`src/rtl/mem_arbiter_pkg.sv`:
```
// Shared types and helpers for the instruction/data memory arbiter.
// Holds the bus request/response structs, the access-size constant and
// the small conversion functions used when a request is latched onto the
// shared memory port.
package mem_arbiter_pkg;

  // 4-byte access size used for every instruction fetch
  localparam logic [2:0] MSIZE4 = 3'b010;

  typedef struct packed {
    logic        valid;
    logic [63:0] addr;
  } ibus_req_t;

  typedef struct packed {
    logic        addr_ok;
    logic        data_ok;
    logic [31:0] data;
  } ibus_resp_t;

  typedef struct packed {
    logic        valid;
    logic [63:0] addr;
    logic [2:0]  size;
    logic [7:0]  strobe;
    logic [63:0] data;
  } dbus_req_t;

  typedef struct packed {
    logic        addr_ok;
    logic        data_ok;
    logic [63:0] data;
  } dbus_resp_t;

  typedef struct packed {
    logic        valid;
    logic        is_write;
    logic [63:0] addr;
    logic [2:0]  size;
    logic [7:0]  strobe;
    logic [63:0] data;
  } mreq_t;

  typedef struct packed {
    logic        ready;
    logic [63:0] data;
  } mresp_t;

  // Arbiter control states
  typedef enum logic [1:0] {
    IDLE,
    GRANT_I,
    GRANT_D
  } arb_state_t;

  // Which requester owns (or last owned) the shared port
  typedef enum logic {
    GNT_IBUS,
    GNT_DBUS
  } grant_t;

  // Instruction fetches are always 4-byte reads with no byte strobes
  function automatic mreq_t ibus_to_mreq(input ibus_req_t r);
    mreq_t m;
    m          = '0;
    m.valid    = 1'b1;
    m.is_write = 1'b0;
    m.addr     = r.addr;
    m.size     = MSIZE4;
    m.strobe   = 8'h00;
    m.data     = 64'h0;
    return m;
  endfunction

  // Data accesses are writes exactly when some byte strobe is set
  function automatic mreq_t dbus_to_mreq(input dbus_req_t r);
    mreq_t m;
    m          = '0;
    m.valid    = 1'b1;
    m.is_write = (r.strobe != 8'h00);
    m.addr     = r.addr;
    m.size     = r.size;
    m.strobe   = r.strobe;
    m.data     = r.data;
    return m;
  endfunction

  // Pick the 32-bit instruction word out of a 64-bit memory beat
  function automatic logic [31:0] select_word(input logic [63:0] addr,
                                              input logic [63:0] beat);
    return addr[2] ? beat[63:32] : beat[31:0];
  endfunction

endpackage

```
`src/rtl/mem_arbiter_watchdog.sv`:
```
// arb_watchdog: counts consecutive stalled cycles of an outstanding access.
// The count is cleared when a new grant is issued and advances on every
// enabled cycle; expired is raised during the cycle in which the count
// would reach LIMIT, so an access gets exactly LIMIT stalled cycles.
module arb_watchdog #(
  parameter int LIMIT = 255
) (
  input  logic clk,
  input  logic rst,
  input  logic clear,
  input  logic enable,
  output logic expired
);

  localparam int CNT_W = (LIMIT < 2) ? 1 : $clog2(LIMIT + 1);

  logic [CNT_W-1:0] cnt_q;

  // Stall counter: restart on a new grant, hold once the limit is hit
  always_ff @(posedge clk or negedge rst) begin
    if (!rst) begin
      cnt_q <= '0;
    end else if (clear) begin
      cnt_q <= '0;
    end else if (enable && !expired) begin
      cnt_q <= cnt_q + CNT_W'(1);
    end
  end

  assign expired = enable && (cnt_q == CNT_W'(LIMIT - 1));

endmodule

```
`src/rtl/mem_arbiter.sv`:
```
// mem_arbiter: shares one memory port between an instruction-fetch bus and
// a data bus. One access is outstanding at a time; the winning request is
// latched and held on oreq until the memory answers or the watchdog aborts.
// Optional build macro ARB_ROUND_ROBIN_EN: when defined, simultaneous
// requests alternate against the previous grant; otherwise dbus always wins.
module mem_arbiter
  import mem_arbiter_pkg::*;
#(
  parameter int WDOG_CYCLES = 255
) (
  input  logic       clk,
  input  logic       rst,
  input  ibus_req_t  ireq,
  output ibus_resp_t iresp,
  input  dbus_req_t  dreq,
  output dbus_resp_t dresp,
  output mreq_t      oreq,
  input  mresp_t     oresp,
  output logic       bus_err
);

  arb_state_t state_q, state_d;
  grant_t     last_grant_q;
  grant_t     grant_sel;
  logic       take_grant;
  logic       resp_ok;
  logic       resp_abort;
  logic       wdog_en;
  logic       wdog_expired;
  mreq_t      oreq_q;
  ibus_resp_t iresp_q;
  dbus_resp_t dresp_q;
  logic       bus_err_q;

  // The watchdog only runs while an access is stalled on the memory side
  assign wdog_en = (state_q != IDLE) && !oresp.ready;

  arb_watchdog #(
    .LIMIT(WDOG_CYCLES)
  ) u_watchdog (
    .clk    (clk),
    .rst    (rst),
    .clear  (take_grant),
    .enable (wdog_en),
    .expired(wdog_expired)
  );

  // Choose a winner among the currently valid requesters
  always_comb begin
    grant_sel = GNT_IBUS;
    if (ireq.valid && dreq.valid) begin
`ifdef ARB_ROUND_ROBIN_EN
      grant_sel = (last_grant_q == GNT_IBUS) ? GNT_DBUS : GNT_IBUS;
`else
      grant_sel = GNT_DBUS;
`endif
    end else if (dreq.valid) begin
      grant_sel = GNT_DBUS;
    end
  end

  // State register
  always_ff @(posedge clk or negedge rst) begin
    if (!rst) begin
      state_q <= IDLE;
    end else begin
      state_q <= state_d;
    end
  end

  // Next state: grant from IDLE, release on ready, or abort on watchdog expiry
  always_comb begin
    state_d    = state_q;
    take_grant = 1'b0;
    resp_ok    = 1'b0;
    resp_abort = 1'b0;
    case (state_q)
      IDLE: begin
        if (ireq.valid || dreq.valid) begin
          take_grant = 1'b1;
          state_d    = (grant_sel == GNT_DBUS) ? GRANT_D : GRANT_I;
        end
      end
      GRANT_I, GRANT_D: begin
        if (oresp.ready) begin
          resp_ok = 1'b1;
          state_d = IDLE;
        end else if (wdog_expired) begin
          resp_abort = 1'b1;
          state_d    = IDLE;
        end
      end
      default: begin
        state_d = IDLE;
      end
    endcase
  end

  // Latched request, one-cycle response pulses, grant history and error flag
  always_ff @(posedge clk or negedge rst) begin
    if (!rst) begin
      oreq_q       <= '0;
      iresp_q      <= '0;
      dresp_q      <= '0;
      bus_err_q    <= 1'b0;
      last_grant_q <= GNT_IBUS;
    end else begin
      iresp_q.addr_ok <= 1'b0;
      iresp_q.data_ok <= 1'b0;
      dresp_q.addr_ok <= 1'b0;
      dresp_q.data_ok <= 1'b0;

      if (take_grant) begin
        last_grant_q <= grant_sel;
        oreq_q       <= (grant_sel == GNT_DBUS) ? dbus_to_mreq(dreq)
                                                 : ibus_to_mreq(ireq);
      end

      if (resp_ok || resp_abort) begin
        oreq_q <= '0;
        if (state_q == GRANT_I) begin
          iresp_q.addr_ok <= resp_ok;
          iresp_q.data_ok <= 1'b1;
          iresp_q.data    <= resp_abort ? 32'hFFFF_FFFF
                                        : select_word(oreq_q.addr, oresp.data);
        end else begin
          dresp_q.addr_ok <= resp_ok;
          dresp_q.data_ok <= 1'b1;
          dresp_q.data    <= resp_abort ? 64'hFFFF_FFFF_FFFF_FFFF : oresp.data;
        end
      end

      if (resp_abort) begin
        bus_err_q <= 1'b1;
      end
    end
  end

  assign oreq    = oreq_q;
  assign iresp   = iresp_q;
  assign dresp   = dresp_q;
  assign bus_err = bus_err_q;

endmodule

```
`config.mk`:
```
export PLATFORM = sky130hd
export DESIGN_NAME = mem_arbiter
export DESIGN_NICKNAME = d
export VERILOG_FILES = /design/src/rtl/mem_arbiter_pkg.sv /design/src/rtl/mem_arbiter_watchdog.sv /design/src/rtl/mem_arbiter.sv
export SDC_FILE = /design/constraint.sdc
export NUM_CORES = 1
export LEC_CHECK = 0
export ABC_CLOCK_PERIOD_IN_PS = 5900
export BUFFER_PORTS_ARGS = -buffer_cell sky130_fd_sc_hd__clkbuf_2
export CAP_MARGIN = 15
export CORE_AREA = 4 4 199 201
export DETAILED_ROUTE_END_ITERATION = 10
export DIE_AREA = 0 0 203 205
export PLACE_DENSITY = 0.53
export SYNTH_ARGS = -nofsm -noshare
export SYNTH_HDL_FRONTEND = slang
export SYNTH_SLANG_ARGS = --single-unit
```
`constraint.sdc`:
```
create_clock -name clk -period 5.9 [get_ports clk]
set_input_delay 0.59 -clock clk [delete_from_list [all_inputs] [get_ports clk]]
set_output_delay 0.59 -clock clk [all_outputs]
set_load 0.005 [all_outputs]
```
==> results of run 1 <==
==> power groups by stage <==
stage	Sequential (mW)	Clock [mW]	Combinational [mW]
after floorplan	2.97	0	1.55
after global routing	3.04	2.00	3.10
after CTS	2.94	1.93	2.90
final	2.94	1.86	2.82
after detailed placement	2.95	0	2.91
after global placement	2.97	0	2.85
==> worst max path at each step <==
stage                      to  cells after the start        from
floorplan            oreq[21]                      7  state_q[0]
global placement     oreq[62]                      5   dreq[139]
detailed placement   oreq[60]                      5   dreq[139]
CTS                 iresp[21]                      5  state_q[0]
global route        iresp[17]                      5  state_q[0]
finish              iresp[21]                      5  state_q[0]
==> through the flow <==
stage          setup slack [ps]  cells  cell area (um^2)
6_report                   3587   1743             14180
5_1_grt                    3403   1742             14180
3_3_place_gp               3513   1690             13180
4_1_cts                    3564   1742             14180
3_5_place_dp               3476   1690             13180
2_1_floorplan              4047    720             10180
==> metal layers <==
metal	vias to the layer above	part of all wire	GRT usage
met4	2	0.028	0.04801
met5	-	0.00061	0
met3	48	0.084	0.04148
li1	3764	-	-
met1	3946	0.42	0.1921
met2	361	0.47	0.2456
==> state kept, by name, summed over array words and instances, names as in the netlist <==
register          count
iresp                34
u_watchdog.cnt_q      8
dresp                66
bus_err               1
state_q               2
oreq                141
==> cell families after synthesis <==
logic type	after synthesis	share of synthesized area
AOI/OAI and AO/OA	260	0.2255
xor gates and xnor gates	1	0.0008607
and+or+nand+nor	34	0.01930
adders and majority gates	4	0.004918
DFF	252	0.6196
muxes	96	0.09442
buffers and inverters	73	0.03541
==> placed cells by master, fill, tap and decap left out, drive strengths merged, types with 4 or more instances in the layout <==
master / count
inv: 8
nand2: 5
a2bb2oi: 32
clkbuf: 555
o2bb2ai: 65
mux2i: 96
ha: 4
a21oi: 5
and3: 4
nand3: 7
o21ai: 6
dfrtp: 252
clkinv: 4
o31ai: 5
o22a: 64
buf: 14
a22o: 75
==> cell type report <==
cell class                      instances  area (um^2)  area share
Sequential cell                       252         6307      0.4448
Clock inverter                          8        125.1    0.008824
Multi-Input combinational cell        395         3525      0.2486
Antenna cell                            1        2.502   0.0001765
Timing Repair Buffer                  525         2683      0.1892
Inverter                                7        26.28    0.001853
Tap cell                              511        639.4     0.04509
Clock buffer                           44        872.1     0.06150
==> flow_summary.ini, run 1 <==
[logic_synthesis]
synth_ff_type = dfrtp_1
synth.top_cell.area_share = 0.6196
synth_cells = 720
syn-cell-area_um2 = 10180
yosys-top-cells-area = dfrtp_1 62%, mux2i_1 9.4%, a22o_1 6.5%
synth-seq-cells = 252
yosysMostFrequentCell = dfrtp_1
synth_common_cells = 252 x dfrtp_1, 96 x mux2i_1, 75 x a22o_1
synth_cell_types = 41
yosysTopAreaCell = dfrtp_1
synth_edf_count = 0
syn_area_per_cell_um2 = 14.14
syn-num-nets = 996
ys_seq_area_frac = 0.6196
yosys_warnings = 0
synthArstFlopShare = 1.000

[clock_tree]
numCtsBuffers = 29
path_clk_slew_ps = 60
cts.sinks = 252
hold_buffers = 0
h-tree-depth = 1
clockRootBuffer = clkbuf_16
clk-insertion-delay-late_ps = 540
cts_resized = 0
post-cts-setup-buffer-count = 0
cts_tree = yes
clk_path_buf_depth = 3

[layout]
final_core_util = 0.3774
final_layout_size_suffix_gt1_frac = 0.4801
syn_to_final_growth_pct = 39.33
final_nets = 1486
fill_cells = 3787

[floorplanning]
num_io_pins = 514
placeableCoreArea_um2 = 37580
start_util = 0.2708
die_height_um = 205
die_width_um = 203
dieArea_um2 = 41620
rows = 71

[grt]
grt.total_usage = 0.1494
grt_pass1_wl_um = 50090
antenna_found_initial = 2
grt_max_degree = 126
grt_pass1_vias = 8590
grt_overflow_total = 0

[power_and_ir_drop]
p_clk_frac = 0.244
p_int_mw = 5.001
seq_power_share = 0.386
p_sw_mw = 2.621
power.total_mw = 7.623
vdd_ir_drop_max_mv = 0.2906
power_density_nw_per_um2 = 537.6
cellLeakagePower_nw = 7.146
comb_power_share = 0.371
sw_frac_of_total = 0.3439

[run_status]
violations = negative hold slack
status = finished, violations left

[timing]
max-slew-margin-rel = 0.4196
setup_viol = 0
fmax_mhz = 432.3
fin_crit_sh = 0.3921
fin_tns_setup_ps = 0
report.final.slew_viol_count = 0
hold_violations = 1
whs_ps = -3.550
fin_worst_skew_ps = 6.321
min_period_ps = 2313
tightestPinTransition_ps = 870.6
rsz0062_at_grt = no

[routing]
viasPerCell = 4.659
drc_errors = 0
vias = 8121
ant_nets = 0
drt-initial-drc-count = 226
wl_per_cell_um = 18.82
drtPass1Iterations = 6
wl_um = 32800

[job]
max_cap_viol_count = 0

[setup_path]
r2r_cells = 5
worstSetupPathType = register to register
worstPathMaxFanout = 33
r2r_slack_ps = 3590
critPathCaptureType = register
cp.required_ps = 6350
slowest_delay_ps = 810
cpMaxStageDelayCell = and3_2
critical-path-top-delay-family = simple AND/OR/NAND/NOR gates
path_buf_inv = 1
crit_path_start_kind = register
rr_startpoint = state_q[0]
cp.arrival_ps = 2770
worstPathCellList = inv_1, ha_1, o31ai_4, and3_2, a2bb2oi_1
r2r_end = iresp[21]

[placement]
hpwl_um = 23540
gp_congestion = 0.7647
io_buffers = 513

[min_path]
hold_class = input pin to async pin
Power figures use the tool's default switching activity.
==> run 2, diff against run 1 <==
--- a/config.mk
+++ b/config.mk
@@ -5,12 +5,12 @@
 export SDC_FILE = /design/constraint.sdc
 export NUM_CORES = 1
 export LEC_CHECK = 0
-export ABC_CLOCK_PERIOD_IN_PS = 5900
+export ABC_CLOCK_PERIOD_IN_PS = 2400
 export BUFFER_PORTS_ARGS = -buffer_cell sky130_fd_sc_hd__clkbuf_2
 export CAP_MARGIN = 15
-export CORE_AREA = 4 4 199 201
+export CORE_AREA = 4 4 200 202
 export DETAILED_ROUTE_END_ITERATION = 10
-export DIE_AREA = 0 0 203 205
+export DIE_AREA = 0 0 204 206
 export PLACE_DENSITY = 0.53
 export SYNTH_ARGS = -nofsm -noshare
 export SYNTH_HDL_FRONTEND = slang
==> constraint.sdc (replaced) <==
create_clock -name clk -period 2.4 [get_ports clk]
set_input_delay 0.24 -clock clk [delete_from_list [all_inputs] [get_ports clk]]
set_output_delay 0.24 -clock clk [all_outputs]
set_load 0.005 [all_outputs]
==> flow_summary.ini, run 2 (same netlist as run 1, synthesis figures left out) <==
[run_status]
status = complete, no violations

[clock_tree]
h-tree-depth = 1
numCtsBuffers = 28
path_clk_slew_ps = 60
cts.sinks = 252
clk_path_buf_depth = 3
clk-insertion-delay-late_ps = 540
clockRootBuffer = clkbuf_16
post-cts-setup-buffer-count = 0
cts_tree = yes

[layout]
n_antenna_cell = 0
fill_cells = 3542
regArea_um2 = 6307
final_cell_mix = 511 x clkbuf_2, 251 x dfrtp_1, 241 x dlygate4sd3_1
largest_register_ffs = 141
final_common_cell = clkbuf_2
final_layout_size_suffix_gt1_frac = 0.4027
multiInputGateArea_um2 = 3523
syn_to_final_growth_pct = 64.20
final_nets = 1731

[setup_path]
cpMaxStageDelayCell = dfrtp_1
critPathCaptureType = register
worstSetupPathType = register to register
cp.required_ps = 2860
worstPathCellList = inv_1, ha_1, o31ai_4, and3b_2, buf_12, o22a_1
crit_path_start_kind = register
cp.arrival_ps = 2560
worstPathMaxFanout = 62
slowest_delay_ps = 400

[power_and_ir_drop]
power_density_nw_per_um2 = 1145
cellLeakagePower_nw = 8.192
vdd_ir_drop_max_mv = 0.5968

[grt]
use_met1 = 0.1964
grt_max_degree = 76
top_usage_layer = met2
grtUsageMet3 = 0.03452
grt_pass1_vias = 9768
antenna_found_initial = 0
grt_pass1_wl_um = 53660
grt_overflow_total = 0
grt_util_met2 = 0.2693
grt.total_usage = 0.1569

[floorplanning]
rows = 72
start_util = 0.2658
num_io_pins = 514
placeableCoreArea_um2 = 38290
die_width_um = 204
dieArea_um2 = 42020
die_height_um = 206

[timing]
setup_viol = 0
rsz0062_at_grt = no
fmax_mhz = 476.7
max-slew-margin-rel = 0.5670
whs_ps = 29.45
setup_ws_ps = 302.2
hold_violations = 0
tightestPinTransition_ps = 642.6
report.final.slew_viol_count = 0
fin_tns_setup_ps = 0
min_period_ps = 2098
fin_worst_skew_ps = 18.44
fin_crit_sh = 0.8741

[routing]
wl_per_cell_um = 17.72
drtPass1Iterations = 4
ant_nets = 0
vias = 9124
drt-initial-drc-count = 303
wl_um = 35310
drc_errors = 0
viasPerCell = 4.578

[min_path]
hold_class = input pin to register

[placement]
place_ws_ps = 343.6
gp_congestion = 0.7625
hpwl_um = 24280
io_buffers = 513

[job]
max_cap_viol_count = 0
[run 2: cell types whose count changed in the layout (fill, tap and decap cells not counted), moves of 4 or more]
cell	change
clkinv_2	+4
buf_12	+11
dlygate4sd3_1	+241
clkbuf_8	-6
buf_4	-6
[run 2: critical path, delay by kind of cell, from the launching register on]
family	cells	cell delay (ps)
AO/OA/AOI/OAI	2	570
flip-flops	1	400
buffers and inverters	2	380
adder cells (fa/ha/maj)	1	330
AND/OR/NAND/NOR	1	300
[run 2: path summary, 6_finish.rpt]
| check | from | endpoint | slack (ps) | cells after the start |
|---|---|---|---|---|
| setup / recovery | state_q[0] | dresp[22] | 300 | 6 |
| hold / removal | ireq[40] | oreq[115] | 30 | 3 |
| setup reg to reg | state_q[0] | dresp[22] | 300 | 6 |
| hold reg to reg | bus_err | bus_err | 470 | 2 |
| max in group asynchronous | rst | oreq[77] | 1340 | 3 |
| min in group asynchronous | rst | dresp[15] | 250 | 2 |
[run 2: metal layers]
layer	vias to the layer above	part of all wire
li1	4242	-
met1	4433	0.42
met2	387	0.48
met3	62	0.071
met4	0	0.030
met5	-	0
[run 2: area by class of cell]
| cell class | count | area share |
|---|---|---|
| inverter | 7 | 0.001572 |
| clock inverter | 13 | 0.008985 |
| timing repair buffer | 771 | 0.3154 |
| tap | 518 | 0.03878 |
| clock buffer | 37 | 0.04702 |
| sequential | 252 | 0.3774 |
| multi-input combinational | 395 | 0.2108 |
[run 2: repair_timing]
item,CTS,global route
endpoints found under the hold margin,260,0
gates resized for setup,0,0
hold buffers,241,0
[run 2: through the flow]
| step | instance area [um^2] | utilization | cells | power [mW] |
|---|---|---|---|---|
| floorplan | 10180 | - | 720 | 11.10 |
| global placement | 13360 | 0.3490 | 1702 | 14.47 |
| detailed placement | 13360 | 0.3490 | 1702 | 14.59 |
| CTS | 16710 | 0.4365 | 1993 | 19.36 |
| global route | 16710 | 0.4365 | 1993 | 20.33 |
| finish | 16710 | 0.4365 | 1993 | 19.14 |
[run 2: power by group]
| group | internal (mW) | switching (mW) | leakage (nW) |
|---|---|---|---|
| registers | 6.14 | 1.12 | 3.10 |
| logic | 3.79 | 3.76 | 4.63 |
| clock network | 2.62 | 1.72 | 0.463 |
| total | 12.5 | 6.60 | 8.19 |
==> run 3, diff against run 2 <==
--- a/config.mk
+++ b/config.mk
@@ -5,12 +5,12 @@
 export SDC_FILE = /design/constraint.sdc
 export NUM_CORES = 1
 export LEC_CHECK = 0
-export ABC_CLOCK_PERIOD_IN_PS = 2400
+export ABC_CLOCK_PERIOD_IN_PS = 2600
 export BUFFER_PORTS_ARGS = -buffer_cell sky130_fd_sc_hd__clkbuf_2
 export CAP_MARGIN = 15
-export CORE_AREA = 4 4 200 202
+export CORE_AREA = 4 4 199 201
 export DETAILED_ROUTE_END_ITERATION = 10
-export DIE_AREA = 0 0 204 206
+export DIE_AREA = 0 0 203 205
 export PLACE_DENSITY = 0.53
 export SYNTH_ARGS = -nofsm -noshare
 export SYNTH_HDL_FRONTEND = slang
==> constraint.sdc (replaced) <==
create_clock -name clk -period 2.6 [get_ports clk]
set_input_delay 0.26 -clock clk [delete_from_list [all_inputs] [get_ports clk]]
set_output_delay 0.26 -clock clk [all_outputs]
set_load 0.005 [all_outputs]
==> flow_summary.ini, run 3 (same netlist as run 1, synthesis figures left out) <==
[timing]
fin_crit_sh = 0.8417
fin_worst_skew_ps = 8.846
min_period_ps = 2188
fin_tns_setup_ps = 0
setup_viol = 0
report.final.slew_viol_count = 0
fmax_mhz = 457.0
hold_violations = 0
rsz0062_at_grt = no
tightestPinTransition_ps = 827.2
max-slew-margin-rel = 0.4485
setup_ws_ps = 411.7

[floorplanning]
dieArea_um2 = 41620
die_width_um = 203
start_util = 0.2708
num_io_pins = 514
placeableCoreArea_um2 = 37580
die_height_um = 205
rows = 71

[clock_tree]
numCtsBuffers = 29
cts_resized = 0
cts.sinks = 252
cts_tree = yes
clockRootBuffer = clkbuf_16
hold_buffers = 200
path_clk_slew_ps = 60
post-cts-setup-buffer-count = 0
h-tree-depth = 1
clk_path_buf_depth = 3
clk-insertion-delay-late_ps = 540

[placement]
gp_congestion = 0.7691
place_ws_ps = 316.7
hpwl_um = 24410
place_inst = 1698
io_buffers = 513

[layout]
n_antenna_cell = 0
syn_to_final_growth_pct = 59.74
final_common_cell = clkbuf_2
final_nets = 1695
largest_register_ffs = 141
final_cells = 1952
final_cell_mix = 511 x clkbuf_2, 251 x dfrtp_1, 200 x dlygate4sd3_1
final_layout_size_suffix_gt1_frac = 0.4164

[routing]
vias = 8981
viasPerCell = 4.601
drtPass1Iterations = 4
wl_um = 35080
drc_errors = 0
ant_nets = 0
drt-initial-drc-count = 265
wl_per_cell_um = 17.97

[min_path]
hold_class = input pin to register
min_path_cells = 2

[grt]
grt_overflow_total = 0
grt_pass1_vias = 9930
grt.total_usage = 0.1614
grt_pass1_wl_um = 54780
grt_max_degree = 81
antenna_found_initial = 0

[power_and_ir_drop]
power.total_mw = 17.52
power_density_nw_per_um2 = 1078
cellLeakagePower_nw = 8.014
vdd_ir_drop_max_mv = 0.5930

[setup_path]
cp.depth = 6
slowest_delay_ps = 600
critical-path-top-delay-family = buffers and inverters
critPathCaptureType = register
cp.arrival_ps = 2660
cpMaxStageDelayCell = buf_4
path_buf_inv = 2
r2r_cells = 6
worstSetupPathType = register to register
cp.required_ps = 3070
worstPathMaxFanout = 75
worstPathCellList = inv_1, ha_1, nand2_1, and3_2, buf_4, a22o_1
crit_path_start_kind = register

[run_status]
status = complete, no violations

[job]
max_cap_viol_count = 0
## run 3: layout make-up
cell class,count,area [um^2]
Fill cell,3533,21320
Clock buffer,40,807.0
Tap cell,511,639.4
Clock inverter,13,127.6
Multi-Input combinational cell,395,3525
Sequential cell,252,6307
Timing Repair Buffer,734,4825
Inverter,7,26.28
## run 3: metal layers
metal  up-vias  track usage  part of all wire
li1       4186            -                 -
met1      4337       0.2016              0.42
met2       393       0.2789              0.48
met3        65      0.03720             0.074
met4         0      0.04995             0.030
met5         -            0                 0
## run 3: path summary, 6_finish.rpt
path	slack, ps	from	endpoint
min in group asynchronous	270	rst	dresp[56]
max in group asynchronous	1510	rst	oreq[117]
worst min register to register	470	bus_err	bus_err
worst min-delay path	20	oresp[13]	dresp[13]
worst max register to register	410	state_q[0]	oreq[41]
worst max-delay path	410	state_q[0]	oreq[41]
## run 3: through the flow
| step | util | hold WS [ps] | instance area [um^2] |
|---|---|---|---|
| 4_1_cts | 0.4325 | 0.2816 | 16250 |
| 3_3_place_gp | 0.3543 | 289.0 | 13320 |
| 3_5_place_dp | 0.3543 | 280.6 | 13320 |
| 2_1_floorplan | - | -35.59 | 10180 |
| 6_report | 0.4326 | 23.01 | 16260 |
| 5_1_grt | 0.4326 | 13.44 | 16260 |
## run 3: power breakdown
part / total (mW) / switching (mW) / internal (mW)
registers: 6.72 / 1.05 / 5.67
logic: 6.81 / 3.43 / 3.39
clock network: 4.00 / 1.63 / 2.36
